$ cat src/rtl/mainfsm_ws_pkg.sv
// Shared encodings for the wait-state main control FSM: states, mux selects, Op field.
package mainfsm_ws_pkg;

    localparam int unsigned STATE_W = 4;

    // State encodings are visible on the debug State port, so values are fixed.
    typedef enum logic [STATE_W-1:0] {
        StFetch    = 4'd0,
        StDecode   = 4'd1,
        StMemAdr   = 4'd2,
        StMemRead  = 4'd3,
        StMemWb    = 4'd4,
        StMemWrite = 4'd5,
        StExecuteR = 4'd6,
        StExecuteI = 4'd7,
        StAluWb    = 4'd8,
        StBranch   = 4'd9,
        StExecuteM = 4'd10,
        StFault    = 4'd11
    } state_e;

    // ResultSrc selects
    localparam logic [1:0] RES_ALU_OUT = 2'b00;
    localparam logic [1:0] RES_DATA    = 2'b01;
    localparam logic [1:0] RES_ALU     = 2'b10;

    // ALUSrcA selects
    localparam logic [1:0] SRCA_REG     = 2'b00;
    localparam logic [1:0] SRCA_PC      = 2'b01;
    localparam logic [1:0] SRCA_ALU_OUT = 2'b10;

    // ALUSrcB selects
    localparam logic [1:0] SRCB_REG  = 2'b00;
    localparam logic [1:0] SRCB_IMM  = 2'b01;
    localparam logic [1:0] SRCB_FOUR = 2'b10;

    // Op field
    localparam logic [1:0] OP_DP     = 2'b00;
    localparam logic [1:0] OP_MEM    = 2'b01;
    localparam logic [1:0] OP_BRANCH = 2'b10;

    // States that hold a memory access open until MemReady.
    function automatic logic is_wait_state(input state_e s);
        return (s == StFetch) || (s == StMemRead) || (s == StMemWrite);
    endfunction

endpackage

$ cat src/rtl/mainfsm_ws_wait_counter.sv
// Clearable up-counter with a terminal-value compare; shared by memory timeout and multiply.
module mainfsm_ws_wait_counter #(
    parameter int unsigned CNT_W = 4
) (
    input  logic             clk,
    input  logic             reset,
    input  logic             clr,
    input  logic             inc,
    input  logic [CNT_W-1:0] term,
    output logic             at_term
);

    logic [CNT_W-1:0] cnt_q;
    logic [CNT_W-1:0] cnt_d;

    // Clear has priority so a state change always restarts the count.
    always_comb begin
        cnt_d = cnt_q;
        if (clr) begin
            cnt_d = '0;
        end else if (inc) begin
            cnt_d = cnt_q + CNT_W'(1);
        end
    end

    // Counter register
    always_ff @(posedge clk or negedge reset) begin
        if (!reset) begin
            cnt_q <= '0;
        end else begin
            cnt_q <= cnt_d;
        end
    end

    assign at_term = (cnt_q == term);

endmodule

$ cat src/rtl/mainfsm_ws.sv
// Multicycle main control FSM with memory handshake, wait-state timeout and iterative multiply.
module mainfsm_ws
    import mainfsm_ws_pkg::*;
#(
    parameter int unsigned MEM_TIMEOUT = 15,
    parameter int unsigned SUPPORT_MUL = 1,
    parameter int unsigned MUL_CYCLES  = 4,
    parameter int unsigned CNT_W       = 4
) (
    input  logic       clk,
    input  logic       reset,
    input  logic [1:0] Op,
    input  logic [5:0] Funct,
    input  logic       IsMul,
    input  logic       MemReady,
    output logic       MemReq,
    output logic       IRWrite,
    output logic       AdrSrc,
    output logic [1:0] ALUSrcA,
    output logic [1:0] ALUSrcB,
    output logic [1:0] ResultSrc,
    output logic       NextPC,
    output logic       RegW,
    output logic       MemW,
    output logic       Branch,
    output logic       ALUOp,
    output logic       MulBusy,
    output logic       Fault,
    output logic [3:0] State
);

    localparam logic [CNT_W-1:0] MUL_TERM = CNT_W'(MUL_CYCLES - 1);
    localparam logic [CNT_W-1:0] TIMEOUT_TERM =
        CNT_W'((MEM_TIMEOUT > 0) ? (MEM_TIMEOUT - 1) : 0);
    localparam logic TIMEOUT_EN = (MEM_TIMEOUT != 0);
    localparam logic MUL_EN     = (SUPPORT_MUL != 0);

    state_e           state_q;
    state_e           state_d;
    logic             wait_state;
    logic             timeout_hit;
    logic             cnt_clr;
    logic             cnt_inc;
    logic             at_term;
    logic [CNT_W-1:0] cnt_term;
    logic             unused_funct;

    // Funct[4:1] belong to the ALU decoder, not to sequencing.
    assign unused_funct = ^Funct[4:1];

    // State register; reset abandons any access or multiply in flight.
    always_ff @(posedge clk or negedge reset) begin
        if (!reset) begin
            state_q <= StFetch;
        end else begin
            state_q <= state_d;
        end
    end

    assign wait_state  = is_wait_state(state_q);
    assign cnt_term    = (state_q == StExecuteM) ? MUL_TERM : TIMEOUT_TERM;
    assign timeout_hit = TIMEOUT_EN && wait_state && !MemReady && at_term;
    assign cnt_clr     = (state_d != state_q);
    assign cnt_inc     = (wait_state && !MemReady) || (state_q == StExecuteM);

    mainfsm_ws_wait_counter #(
        .CNT_W (CNT_W)
    ) u_wait_counter (
        .clk     (clk),
        .reset   (reset),
        .clr     (cnt_clr),
        .inc     (cnt_inc),
        .term    (cnt_term),
        .at_term (at_term)
    );

    // Next-state logic; timeout overrides a stall but never a completing access.
    always_comb begin
        state_d = state_q;
        case (state_q)
            StFetch: begin
                if (MemReady) state_d = StDecode;
            end
            StDecode: begin
                case (Op)
                    OP_DP: begin
                        if (Funct[5]) begin
                            state_d = StExecuteI;
                        end else if (IsMul && MUL_EN) begin
                            state_d = StExecuteM;
                        end else begin
                            state_d = StExecuteR;
                        end
                    end
                    OP_MEM:    state_d = StMemAdr;
                    OP_BRANCH: state_d = StBranch;
                    default:   state_d = StFault;
                endcase
            end
            StMemAdr:   state_d = Funct[0] ? StMemWrite : StMemRead;
            StMemRead: begin
                if (MemReady) state_d = StMemWb;
            end
            StMemWrite: begin
                if (MemReady) state_d = StFetch;
            end
            StMemWb, StAluWb, StBranch: state_d = StFetch;
            StExecuteR, StExecuteI:     state_d = StAluWb;
            StExecuteM: begin
                if (at_term) state_d = StAluWb;
            end
            StFault:    state_d = StFault;
            default:    state_d = StFetch;
        endcase
        if (timeout_hit) state_d = StFault;
    end

    // Moore control outputs, except the FETCH completion strobes.
    always_comb begin
        MemReq    = 1'b0;
        IRWrite   = 1'b0;
        AdrSrc    = 1'b0;
        ALUSrcA   = 2'b00;
        ALUSrcB   = 2'b00;
        ResultSrc = 2'b00;
        NextPC    = 1'b0;
        RegW      = 1'b0;
        MemW      = 1'b0;
        Branch    = 1'b0;
        ALUOp     = 1'b0;
        MulBusy   = 1'b0;
        Fault     = 1'b0;
        case (state_q)
            StFetch: begin
                MemReq    = 1'b1;
                ALUSrcA   = SRCA_PC;
                ALUSrcB   = SRCB_FOUR;
                ResultSrc = RES_ALU;
                // MemReady is ignored while reset is held.
                NextPC    = MemReady & reset;
                IRWrite   = MemReady & reset;
            end
            StDecode: begin
                ALUSrcA   = SRCA_PC;
                ALUSrcB   = SRCB_FOUR;
                ResultSrc = RES_ALU;
            end
            StMemAdr: begin
                ALUSrcA   = SRCA_REG;
                ALUSrcB   = SRCB_IMM;
                ResultSrc = RES_ALU;
            end
            StMemRead: begin
                MemReq    = 1'b1;
                AdrSrc    = 1'b1;
                ResultSrc = RES_ALU;
            end
            StMemWb: begin
                RegW      = 1'b1;
                AdrSrc    = 1'b1;
                ResultSrc = RES_DATA;
            end
            StMemWrite: begin
                MemReq    = 1'b1;
                MemW      = 1'b1;
                AdrSrc    = 1'b1;
                ResultSrc = RES_ALU;
            end
            StExecuteR: begin
                ALUSrcB   = SRCB_REG;
                ALUOp     = 1'b1;
                ResultSrc = RES_ALU;
            end
            StExecuteI: begin
                ALUSrcB   = SRCB_IMM;
                ALUOp     = 1'b1;
                ResultSrc = RES_ALU;
            end
            StExecuteM: begin
                MulBusy   = 1'b1;
                ALUSrcB   = SRCB_REG;
                ALUOp     = 1'b1;
                ResultSrc = RES_ALU;
            end
            StAluWb: begin
                RegW      = 1'b1;
                ResultSrc = RES_ALU_OUT;
                ALUOp     = 1'b1;
            end
            StBranch: begin
                Branch    = 1'b1;
                ALUSrcA   = SRCA_ALU_OUT;
                ALUSrcB   = SRCB_IMM;
                ResultSrc = RES_ALU;
            end
            StFault: begin
                Fault = 1'b1;
            end
            default: begin
                Fault = 1'b0;
            end
        endcase
    end

    assign State = state_q;

endmodule

$ cat config.mk
export PLATFORM = sky130hd
export DESIGN_NAME = mainfsm_ws
export DESIGN_NICKNAME = d
export VERILOG_FILES = /design/src/rtl/mainfsm_ws_pkg.sv /design/src/rtl/mainfsm_ws_wait_counter.sv /design/src/rtl/mainfsm_ws.sv
export SDC_FILE = /design/constraint.sdc
export NUM_CORES = 1
export LEC_CHECK = 0
export ABC_CLOCK_PERIOD_IN_PS = 3800
export CORE_MARGIN = 2
export CORE_UTILIZATION = 40
export CTS_CLUSTER_SIZE = 30
export DETAILED_ROUTE_END_ITERATION = 6
export PLACE_DENSITY = 0.77
export SLEW_MARGIN = 40
export SYNTH_ARGS = -nofsm -noshare
export SYNTH_HDL_FRONTEND = slang
export SYNTH_SLANG_ARGS = --single-unit
$ cat constraint.sdc
create_clock -name clk -period 3.8 [get_ports clk]
set_input_delay 1.14 -clock clk [delete_from_list [all_inputs] [get_ports clk]]
set_output_delay 1.14 -clock clk [all_outputs]
set_load 0.05 [all_outputs]
==> flow_summary_export.csv <==
group,metric,value,unit
floorplanning,die-area,2665,um^2
cts,cts_sinks,8,
cts,clockRootBuffer,"clkbuf_4",
floorplanning,die_w,51.62,um
routing,drc_errors,0,
placement,gp_congestion,0.8281,
setup_path,critPathBufInv,2,
synthesis,synth_area_leaders,"dfrtp_1, nor2_1, a211oi_1",
synthesis,syn_inst,112,
setup_path,crit_type,"register to output port",
floorplanning,die_h,51.62,um
setup_path,crit_required,2660,ps
cts,clkLatencyLatePin,250,ps
status,status,"finished, final reports clean",
sta,relSlewSlack,61.33,%
synthesis,ys_seq_area_share,22.07,%
synthesis,avgSynthCellArea,8.099,um^2
setup_path,slowest_delay,790,ps
pwr,p_per_area,938.6,nW/um^2
sta,worst_pin_slew,580.1,ps
setup_path,path_max_fanout,11,
synthesis,synth_top_area_cell,"dfrtp_1",
setup_path,end_kind,"output port",
synthesis,synth-seq-cells,8,
routing,finalWirelength,2303,um
pwr,power,0.001151,W
pwr,vdd_ir_drop_max,0.5276,mV
sta,finalCritPeriodShare,92.24,%
pwr,power_leakage,0.5007,nW
layout,drive_gt1_share,13.33,%
routing,detail-route-antenna-nets,0,
synthesis,synth_area,907.1,um^2
cts,cts_setup_buffers,0,
layout,nNetsFinal,150,
synthesis,ys.flop_type,"dfrtp_1",
global_route,grt_max_degree,21,
floorplanning,coreArea,2170,um^2
global_route,track_usage,17.68,%
cts,cts_hold_buffers,0,
setup_path,crit_family,"buffers and inverters",
cts,cts_buffers,3,
placement,io_buffer_count,27,
cts,cts_tree,"done",
setup_path,r2r_end,"u_wait_counter.cnt_q[3]",
synthesis,ys_warn_count,0,
synthesis,async_reset_ff_share,100.0,%
setup_path,crit_chain,"inv_1 -> or2_2 -> o21ai_0 -> a22o_1 -> clkdlybuf4s50_1",
global_route,grt_pass1_wl,3601,um
layout,diodes,0,
floorplanning,pin_count,32,
setup_path,r2r_cells,5,
placement,placedCellCount,160,
layout,fin_util,56.52,%
layout,fillers,209,
worst_hold_path,min_path_type,"register to register",
synthesis,synthTopCellsByCount,"nor2_1, dfrtp_1, a21oi_1",
layout,syn_to_final_growth,35.17,%
synthesis,synth_top_area_share,22.07,%
synthesis,synth_edf_count,0,
sta,hold_violations,0,
setup_path,crit_arrival,2370,ps
worst_hold_path,worstHoldEndpoint,"u_wait_counter.cnt_q[3]",
setup_path,cp_slowest_cell,"clkdlybuf4s50_1",
placement,hpwl,1812,um
floorplanning,rows,17,
worst_hold_path,hold_start,"u_wait_counter.cnt_q[3]",
cts,cts_resized,0,
global_route,grt_pass1_vias,857,
sta,layout_setup_ws,294.8,ps
sta,setup_tns,0,ps
setup_path,cp-start-kind,"register",
layout,stdcell_count,163,
sta,drv_slew,0,
global_route,grt_overflow,0,
routing,drt_iter0_drc,9,
run,cap_violations,0,
sta,fmax,0.2853,GHz
global_route,antenna_found_initial,0,
setup_path,rrSetupSlack,1540,ps
cts,clock_path_buffers,2,
synthesis,synth.distinct_cells,46,
worst_hold_path,whs_path_depth,2,
cts,cts.clk_slew.worst_paths,60,ps
routing,vias,939,
sta,fin_crit,3505,ps
sta,setup_viol,0,
cts,htree_levels,1,
routing,dr.pass1.iters,4,
placement,dp_slack,466.6,ps
routing,avgViaCountPerCell,5.761,
synthesis,syn-num-nets,125,
floorplanning,initial_core_util,41.81,%
synthesis,yosys.cell_count.top_type,"nor2_1",
routing,wl_per_cell,14.13,um
sta,rsz0062_at_grt,"no",
sta,finalClockSkew,9.940,ps
setup_path,reg2reg_from,"State[0]",
[state kept, by name (all words and copies together) (netlist names)]
name and count:
u_wait_counter.cnt_q 4, State 4
[layout by cell type, fill, tap and decap left out, types with 2 or more instances in the layout]
cell,instances
nor3_1,3
nand2_1,4
nor3b_1,3
xor2_1,4
nor2b_1,4
o31ai_1,2
dfrtp_1,8
buf_12,2
a21oi_1,7
a211oi_1,5
or2_2,2
nand3b_1,2
clkbuf_4,3
nand2b_1,5
buf_4,5
nor2_1,16
o21ai_0,5
inv_1,3
clkdlybuf4s50_1,25
[power breakdown]
group          internal (W)  switching (W)  leakage (nW)
clock network     0.0000360      0.0000261        0.0138
registers          0.000105      0.0000575         0.107
logic              0.000333       0.000593         0.380
total              0.000475       0.000676         0.501
[worst register-to-register path: cells and delay by family, from the launching register on]
| kind | cells | cell delay, ps |
|---|---|---|
| AO/OA/AOI/OAI | 4 | 1070 |
| flip-flops | 1 | 710 |
| AND/OR/NAND/NOR | 1 | 330 |
[worst max-delay path by stage]
stage             start    endpoint  slack, ps  cells after the start
6_report       State[1]  ALUSrcB[0]        290                      5
5_1_grt        State[0]      AdrSrc        110                      5
4_1_cts        State[1]  ALUSrcB[0]        300                      5
3_5_place_dp      reset     IRWrite        470                      4
3_3_place_gp      reset     IRWrite        490                      4
2_1_floorplan  State[2]        RegW        180                      5
[metal layers]
metal / vias to the layer above / track usage (%) / wire length (um)
li1: 467 / - / -
met1: 451 / 21.96 / 1067
met2: 21 / 31.84 / 1149
met3: 0 / 4.598 / 86
met4: 0 / 1.316 / 0
met5: - / 0 / 0
[through the flow]
step                hold WS (ps)  cell area, um^2
global route               667.4             1226
finish                     636.8             1226
floorplan                  573.6            907.1
detailed placement         620.2             1204
global placement           602.8             1204
CTS                        636.3             1226
[layout make-up]
class,count,area (um^2),share of cell area (%)
Tap cell,28,35.03,2.857
Multi-Input combinational cell,89,629.4,51.33
Clock buffer,3,22.52,1.837
Inverter,3,11.26,0.9184
Timing Repair Buffer,32,327.8,26.73
Sequential cell,8,200.2,16.33
[cell families after synthesis]
kind of cell | synth area share, %
and+or+nand+nor | 30.07
AOI/OAI and AO/OA | 30.49
buffers and inverters | 8.551
DFF | 22.07
xor gates and xnor gates | 3.862
muxes | 3.586
adders and majority gates | 1.379
Power figures use the tool's default switching activity.
